$ cat config.mk
export PLATFORM = sky130hd
export DESIGN_NAME = seq_window_ctrl
export DESIGN_NICKNAME = d
export VERILOG_FILES = /design/src/rtl/seq_window_ctrl.sv
export SDC_FILE = /design/constraint.sdc
export NUM_CORES = 1
export LEC_CHECK = 0
export CORE_UTILIZATION = 56
export CTS_BUF_LIST = sky130_fd_sc_hd__clkbuf_16
export DETAILED_ROUTE_END_ITERATION = 16
export HOLD_SLACK_MARGIN = 0.02
export PLACE_DENSITY = 0.77
export SETUP_SLACK_MARGIN = 0.1
export SLEW_MARGIN = 20
export SYNTH_ARGS = -nofsm -noshare
export SYNTH_HDL_FRONTEND = slang
export SYNTH_SLANG_ARGS = --single-unit
$ cat constraint.sdc
create_clock -name clk_i -period 3.25 [get_ports clk_i]
set_input_delay 0.325 -clock clk_i [delete_from_list [all_inputs] [get_ports clk_i]]
set_output_delay 0.325 -clock clk_i [all_outputs]
set_load 0.005 [all_outputs]
$ cat src/rtl/seq_window_ctrl.sv
// seq_window_ctrl: windowed serial pattern detector.
// A window is opened by start, armed for one cycle, then counts valid input
// bits until the programmed window length is reached or stop is seen. Every
// occurrence of the programmed pattern inside the window is pulsed on
// detected_o and counted (saturating) in det_count_o.
//
// Build option: define DETECT_OVERLAP_EN to keep the history and fill state
// after a match, so that overlapping occurrences are also detected. Without it,
// a match restarts the fill count and the next match needs len fresh bits.
//
// state   | meaning
// --------+-------------------------------------------------------------
// ST_IDLE | waiting for start; configuration writes accepted here only
// ST_ARM  | one cycle: clear history, fill, window count, det_count, overflow
// ST_RUN  | shifting valid bits, matching, counting window bits
// ST_DONE | one cycle: done_o high, then back to idle

module seq_window_ctrl #(
    parameter int MAX_LEN = 8,
    parameter int CNT_W   = 8,
    parameter int WIN_W   = 16
) (
    input  logic               clk_i,
    input  logic               rst_ni,
    input  logic               cfg_we_i,
    input  logic [MAX_LEN-1:0] cfg_pattern_i,
    input  logic [3:0]         cfg_len_i,
    input  logic [WIN_W-1:0]   cfg_window_i,
    input  logic               start_i,
    input  logic               stop_i,
    input  logic               din_i,
    input  logic               din_valid_i,
    output logic               busy_o,
    output logic               detected_o,
    output logic [CNT_W-1:0]   det_count_o,
    output logic               overflow_o,
    output logic               done_o
);

    localparam int FILL_W = $clog2(MAX_LEN + 1);
    localparam logic [MAX_LEN-1:0] PAT_ONE  = MAX_LEN'(1);
    localparam logic [FILL_W-1:0]  FILL_MAX = FILL_W'(MAX_LEN);

    typedef enum logic [1:0] {
        ST_IDLE = 2'd0,
        ST_ARM  = 2'd1,
        ST_RUN  = 2'd2,
        ST_DONE = 2'd3
    } state_t;

    state_t             state_q, state_d;
    logic [MAX_LEN-1:0] pat_q, pat_d;
    logic [3:0]         len_q, len_d;
    logic [WIN_W-1:0]   win_q, win_d;
    logic [MAX_LEN-1:0] hist_q, hist_d;
    logic [FILL_W-1:0]  fill_q, fill_d;
    logic [WIN_W-1:0]   wcnt_q, wcnt_d;
    logic [CNT_W-1:0]   cnt_q, cnt_d;
    logic               ovf_q, ovf_d;
    logic               det_q, det_d;
    logic               busy_q, busy_d;
    logic               done_q, done_d;

    logic [3:0]         len_clamp;
    logic [MAX_LEN-1:0] hist_shift;
    logic [MAX_LEN-1:0] len_mask;
    logic [FILL_W-1:0]  fill_inc;
    logic [WIN_W-1:0]   wcnt_inc;
    logic               match;
    logic               win_hit;

    // Length 0 is meaningless and lengths beyond the history depth cannot match.
    assign len_clamp = (cfg_len_i == 4'd0)          ? 4'd1 :
                       (32'(cfg_len_i) > MAX_LEN)    ? 4'(MAX_LEN) : cfg_len_i;

    assign hist_shift = {hist_q[MAX_LEN-2:0], din_i};
    // len == MAX_LEN shifts the one out entirely, and the subtraction wraps to all-ones.
    assign len_mask   = (PAT_ONE << len_q) - PAT_ONE;
    assign fill_inc   = (fill_q == FILL_MAX) ? fill_q : fill_q + FILL_W'(1);

    // Window counter holds at the programmed length, or at all-ones when unbounded.
    assign wcnt_inc = (win_q == '0) ? ((&wcnt_q) ? wcnt_q : wcnt_q + WIN_W'(1))
                                    : ((wcnt_q == win_q) ? wcnt_q : wcnt_q + WIN_W'(1));

    assign match   = din_valid_i && (32'(fill_inc) >= 32'(len_q)) &&
                     ((hist_shift & len_mask) == (pat_q & len_mask));
    assign win_hit = din_valid_i && (win_q != '0) && (wcnt_inc == win_q);

    // Next-state and datapath update for the window sequencer.
    always_comb begin
        state_d = state_q;
        pat_d   = pat_q;
        len_d   = len_q;
        win_d   = win_q;
        hist_d  = hist_q;
        fill_d  = fill_q;
        wcnt_d  = wcnt_q;
        cnt_d   = cnt_q;
        ovf_d   = ovf_q;
        det_d   = 1'b0;
        case (state_q)
            ST_IDLE: begin
                if (cfg_we_i) begin
                    pat_d = cfg_pattern_i;
                    len_d = len_clamp;
                    win_d = cfg_window_i;
                end
                if (start_i) state_d = ST_ARM;
            end
            ST_ARM: begin
                hist_d  = '0;
                fill_d  = '0;
                wcnt_d  = '0;
                cnt_d   = '0;
                ovf_d   = 1'b0;
                state_d = ST_RUN;
            end
            ST_RUN: begin
                if (din_valid_i) begin
                    hist_d = hist_shift;
                    fill_d = fill_inc;
                    wcnt_d = wcnt_inc;
                    if (match) begin
                        det_d = 1'b1;
                        if (&cnt_q) ovf_d = 1'b1;
                        else        cnt_d = cnt_q + CNT_W'(1);
`ifdef DETECT_OVERLAP_EN
                        fill_d = fill_inc;
`else
                        fill_d = '0;
`endif
                    end
                end
                if (stop_i || win_hit) state_d = ST_DONE;
            end
            ST_DONE: state_d = ST_IDLE;
            default: state_d = ST_IDLE;
        endcase
        busy_d = (state_d == ST_ARM) || (state_d == ST_RUN);
        done_d = (state_d == ST_DONE);
    end

    // State, configuration and registered outputs; reset aborts any open window.
    always_ff @(posedge clk_i or negedge rst_ni) begin
        if (!rst_ni) begin
            state_q <= ST_IDLE;
            pat_q   <= '0;
            len_q   <= 4'd1;
            win_q   <= '0;
            hist_q  <= '0;
            fill_q  <= '0;
            wcnt_q  <= '0;
            cnt_q   <= '0;
            ovf_q   <= 1'b0;
            det_q   <= 1'b0;
            busy_q  <= 1'b0;
            done_q  <= 1'b0;
        end else begin
            state_q <= state_d;
            pat_q   <= pat_d;
            len_q   <= len_d;
            win_q   <= win_d;
            hist_q  <= hist_d;
            fill_q  <= fill_d;
            wcnt_q  <= wcnt_d;
            cnt_q   <= cnt_d;
            ovf_q   <= ovf_d;
            det_q   <= det_d;
            busy_q  <= busy_d;
            done_q  <= done_d;
        end
    end

    assign busy_o      = busy_q;
    assign detected_o  = det_q;
    assign det_count_o = cnt_q;
    assign overflow_o  = ovf_q;
    assign done_o      = done_q;

endmodule

# --- Word-level counts from Yosys, hierarchy flattened ---
# Cells that the tools add are included.
word_totals:
  register_bits: 69
  inputBits: 35
  out_inout_bits: 12
  word_cells: 79
classes:
  addsub: 4
  magnitude_cmp: 2
  eq_ne: 14
  shift: 1
  n_mux: 27
  n_bitwise: 2
  n_reduce_logical: 17
ops:
  columns: ["operator", "n"]
  rows:
  - ["$mux 16", 4]
  - ["$eq 16x16->1", 2]
  - ["$pmux 16 s2", 1]
  - ["$mux 8", 3]
  - ["$mux 4", 5]
  - ["$add 16x1->16 const B", 1]
  - ["$and 8x8->8", 2]
  - ["$logic_not 16->1", 1]
  - ["$pmux 8 s2", 1]
  - ["$reduce_and 16->1", 1]
  - ["$reduce_bool 16->1", 1]
  - ["$pmux 7 s2", 1]
  - ["$add 8x1->8 const B", 1]
  - ["$eq 2x2->1 const B", 4]
  - ["$eq 8x8->1", 1]
  - ["$ne 2x2->1 const B", 4]
  - ["$pmux 2 s4", 1]
  - ["$pmux 4 s2", 1]
  - ["$reduce_and 4->1", 2]
  - ["$reduce_and 8->1", 1]
  - ["$shl 1x4->8 const A", 1]
  - ["$sub 8x1->8 const B", 1]
  - ["$mux 7", 1]
  - ["$mux 1", 6]
  - ["13 further kinds", 20]

# --- Logic depth before layout (Yosys ltp) ---
logic_depth:
  ltp_word: 10
  ltp_mapped: 14
  mapped_depth_nobuf: 14

# --- Worst setup path before layout ---
# OpenSTA, ideal clock, no wires.
synth_timing:
  path_kind: "reg-to-reg"
  start: "register len_q[2]"
  end: "register cnt_q[5], in the netlist det_count_o[5]"
  setup_ns: 0.078
  arrival_ns: 2.720
  required_time_ns: 3.172
  setup_slack_ns: 0.452
  stages_incl_launch_ff: 13
  path_buffers: 1
  synth_period_minus_slack_ns: 2.798
  cell_sequence: "dfrtp_1 > buf_6 > nor3_2 > nand2b_2 > ha_1 > and2_1 > o211ai_1 > a21oi_1 > nand3b_2 > nor4b_4 > a21oi_2 > or4_1 > a21oi_1"
synth_via:
  elab_chain_len: 7
  elab_cells_between_ends: 10
  classes_between: "add/sub (1); order compare (1); eq/ne (2); shift (1); bitwise (2); reduce/logical (3)"
synth_rtl:
  columns: ["element", "line", "source"]
  rows:
  - ["from (decl)", "53", "logic [3:0] len_q, len_d;"]
  - ["from (signal assigned)", "161", "len_q <= len_d;"]
  - ["$shl 1x4->8", "78", "assign len_mask = (PAT_ONE << len_q) - PAT_ONE;"]
  - ["$sub 8x1->8", "78", null]
  - ["$and 8x8->8", "86", "((hist_shift & len_mask) == (pat_q & len_mask));"]
  - ["$eq 8x8->1", "86", null]
  - ["$logic_and 1x1->1 *", "85", "assign match = din_valid_i && (32'(fill_inc) >= 32'(len_q)) &&"]
  - ["$ne 2x2->1 (no source line) *", null, null]
  - ["$reduce_and 4->1 (no source line) *", null, null]
  - ["to (signal assigned)", "166", "cnt_q <= cnt_d;"]
  - ["to (decl)", "58", "logic [CNT_W-1:0] cnt_q, cnt_d;"]
# Every way passes the cells marked *; elsewhere a longest branch is shown, timed or not.
# A chain may end at the register's enable or synchronous reset.

# --- Worst setup path after layout ---
layout_timing:
  start: "register wcnt_q[8]"
  end: "register busy_q, in the netlist busy_o"
layout_via:
  elab_chain_len: 10
  elab_cells_between_ends: 14
  classes_between: "add/sub (1); eq/ne (4); mux (5); reduce/logical (4)"
layout_rtl:
  columns: ["element", "line", "source"]
  rows:
  - ["from (decl)", "57", "logic [WIN_W-1:0] wcnt_q, wcnt_d;"]
  - ["from (signal assigned)", "165", "wcnt_q <= wcnt_d;"]
  - ["$add 16x1->16 (tied with other cells)", "82, 83", null]
  - ["$mux 16, on equally long branches", "83, 82", null]
  - ["$mux 16 *", "82", "assign wcnt_inc = (win_q == '0) ? ((&wcnt_q) ? wcnt_q : wcnt_q + WIN_W'(1))"]
  - ["$eq 16x16->1 *", "87", "assign win_hit = din_valid_i && (win_q != '0) && (wcnt_inc == win_q);"]
  - ["$logic_and 1x1->1 *", "87", null]
  - ["$logic_or 1x1->1 *", "134", "if (stop_i || win_hit) state_d = ST_DONE;"]
  - ["$mux 2 *", "134", null]
  - ["$pmux 2 s4 *", "101", "case (state_q)"]
  - ["$eq 2x1->1 or $eq 2x2->1 (tied branches)", "139", "busy_d = (state_d == ST_ARM) || (state_d == ST_RUN);"]
  - ["$logic_or 1x1->1 *", "139", null]
  - ["named net busy_d", "61", "logic busy_q, busy_d;"]
  - ["to (signal assigned)", "169", "busy_q <= busy_d;"]
  - ["to (decl)", "61", null]
# Mark *: on every way through the listed nets, which the timed path passes. The rest lies on a longest branch.

==> metrics.txt <==
status finished, final reports clean; antenna violations before repair 0; Final Hold Viols 0; DR iter-0 viols 224; layout cell share with drive strength beyond 1 14.9%; port bufs between 40 and 50; # setup viols final 0; LEAKAGE 2.08 nW; M1 GR Usage 39.5%; worst slew pin tran 0.799 ns; Post-synth EDFFs 0; sequential fraction of the synthesis area between 40% and 50%; CTS tree built; register area 1730 um2; Post-CTS Hold Fix Bufs 0; final net count 513; die footprint 7590 um2; M3 GR Usage 5.02%; gr busiest metal met2; Longest Clk Path Bufs 2; DR pass1 iterations 5; fin crit period 3.01 ns; Final Skew around 0.0084 ns; ANT nets after route 0; met2 Use GR 45.6%; Cell variety after synth 58; CP Data Required Time 3.45 ns; RSZ-0062 raised after global routing true; largest net degree at the start of global routing 32; clk_lat worst skew between 0.3 and 0.4 ns; reg-to-reg setup timing slack 0.24 ns; Final Cycle Share 92.6%; total nets after synthesis 459; worst vdd ir 0.000469 V; R2R Path Start wcnt_q[8]; Critical Path End Type flip-flop; Horiz. Die Dim 87.1 um; io pins 47; largest cells by area after synthesis dfrtp_1 42%, mux2_2 7.2%, xnor2_1 6.0%; post-synthesis cell count 410; Layout area overhead 23.3%; HP Class input port to async pin; Post-Route WL 9.97 mm; Max FO, Critical Path 8; hold slack 0.0159 ns; Ant. Diodes 0; first-pass GRT wire length around 17 mm; Layout fillers 540; root buf cell clkbuf_16; Yosys top cell by area dfrtp_1; count leader, synth dfrtp_1; routability cong. 0.986; Die Height 87.1 um; clock buffer count from CTS 9; total congestion overflow 0; Mean Syn Cell Area 9.90 um2; Setup crit start kind flip-flop; row count 30; placed inst area 4650 um2; Setup Total Neg Slack 0 ns; Peak Freq roughly 330 MHz; clk slew on worst S/H paths ~0.05 ns; reg2reg end busy_o; Slew Limit Fails 0; #FFs+latches synth slightly below 70; HPWL Detailed 7.08 mm; Final Util 72.4%; H-tree depth 3; Post-synth top cells 68 x dfrtp_1, 37 x nand2_1, 28 x nor2_1, 28 x xnor2_1, 26 x mux2_2; wire per inst 17.7 um; top_reg_cell synth dfrtp_1; area of the multi-input gates 2220 um2; drt via density 6.11; share of the synthesized area in the top cell type 41.9%; Core ar. 6910 um2; Mapped Area 4060 um2; CP Class flip-flop to flip-flop; warnings from Yosys 0; vias after detailed routing 3454; # DRC 0; initial core utilization 58.8%; PD cells 831 nW/um2; FFs w/ async S/R, synth 100%; vias in the first global route 3400; design area ~5000 um2; CTS Sinks 69; Tot GR Track Use between 20% and 30%; Max-Cap Viols 0; R2R cell count 10; Slew HR a little under half; data arrival time of the worst path between 3 and 4 ns; total power 4.15 mW
## cells in the final DEF (no fill, tap or decap), types with 2 or more instances in the layout
cell type and instances:
nand2_1 37, a41oi_1 2, xor2_1 10, and2_1 3, a311oi_1 3, nand2b_1 5
o211ai_1 4, o22ai_1 5, mux2_2 26, a21oi_1 16, inv_1 13, nor4b_1 2
clkbuf_16 9, nand4_1 11, buf_4 14, dfrtp_1 67, nor2_1 28, nor3b_1 4
a21o_1 3, ha_1 14, nor4_1 4, and3_1 7, or3_1 2, nor3_1 14
and4_1 3, a211oi_1 2, clkdlybuf4s50_1 45, a32o_1 3, o31ai_1 7, or4_1 2
a22o_1 8, o21ai_0 17, nand3_1 16, a31oi_1 6, bufinv_16 3, xnor2_1 27
## state kept, by name, indices dropped and copies added, names as in the netlist
signal	cells
busy_o	1
det_count_o	8
detected_o	1
done_o	1
fill_q	4
hist_q	7
len_q	4
overflow_o	1
pat_q	8
state_q	2
wcnt_q	16
win_q	16
## logic make-up after synthesis
kind of cell	Yosys count	share of synthesized area, %
adders and majority gates	14	4.32
AOI/OAI and AO/OA	87	15.3
and+or+nand+nor	147	19.2
buffers and inverters	28	2.93
xor gates and xnor gates	38	8.20
muxes	27	7.46
DFF	69	42.6
## layout make-up
class | count | area share (%)
clock inverters | 7 | 2.13
inverters | 11 | 0.826
clock buffers | 9 | 4.50
flip-flops and latches | 69 | 34.6
multi-input cells | 313 | 44.4
well taps | 96 | 2.40
repair buffers | 60 | 11.2
## worst max path at each step
stage          startpoint             end  slack [ns]
2_1_floorplan    len_q[2]  det_count_o[5]        0.45
3_3_place_gp     len_q[2]  det_count_o[7]        0.22
3_5_place_dp     len_q[2]  det_count_o[5]        0.13
4_1_cts          len_q[2]  det_count_o[5]        0.25
5_1_grt          len_q[2]  det_count_o[5]        0.09
6_report        wcnt_q[8]          busy_o        0.24
## worst max-delay path, stage by stage, from the launching register on
cell	delay, ns
dfrtp_1	0.44
xnor2_1	0.39
nand4_1	0.17
or4_4	0.60
o21bai_4	0.22
buf_4	0.18
nor3_1	0.08
xor2_1	0.15
and4_1	0.23
a21o_1	0.17
ha_1	0.27
## power breakdown
group	switching (mW)	internal (mW)	total (mW)	leakage [nW]
registers	0.345	1.14	1.48	0.889
clock network	0.346	0.739	1.09	0.169
logic	0.812	0.774	1.59	1.02
## stage by stage
step / std cells / setup slack, ns
2_1_floorplan: 410 / 0.452
5_1_grt: 565 / 0.0899
3_3_place_gp: 548 / 0.217
6_report: 565 / 0.240
4_1_cts: 565 / 0.252
3_5_place_dp: 548 / 0.132
## routing by layer
metal,vias to the layer above,wire length (um)
li1,1622,-
met2,154,4780
met5,-,0
met4,0,215
met1,1654,4450
met3,24,528
## repair_timing
| item | in CTS | in global routing |
|---|---|---|
| buffers inserted | 1 | 0 |
| pin swaps | 1 | 0 |
| endpoints found under the setup margin | 2 | 3 |
| gates resized for setup | 0 | 2 |
(Power assumes the default switching activity.)
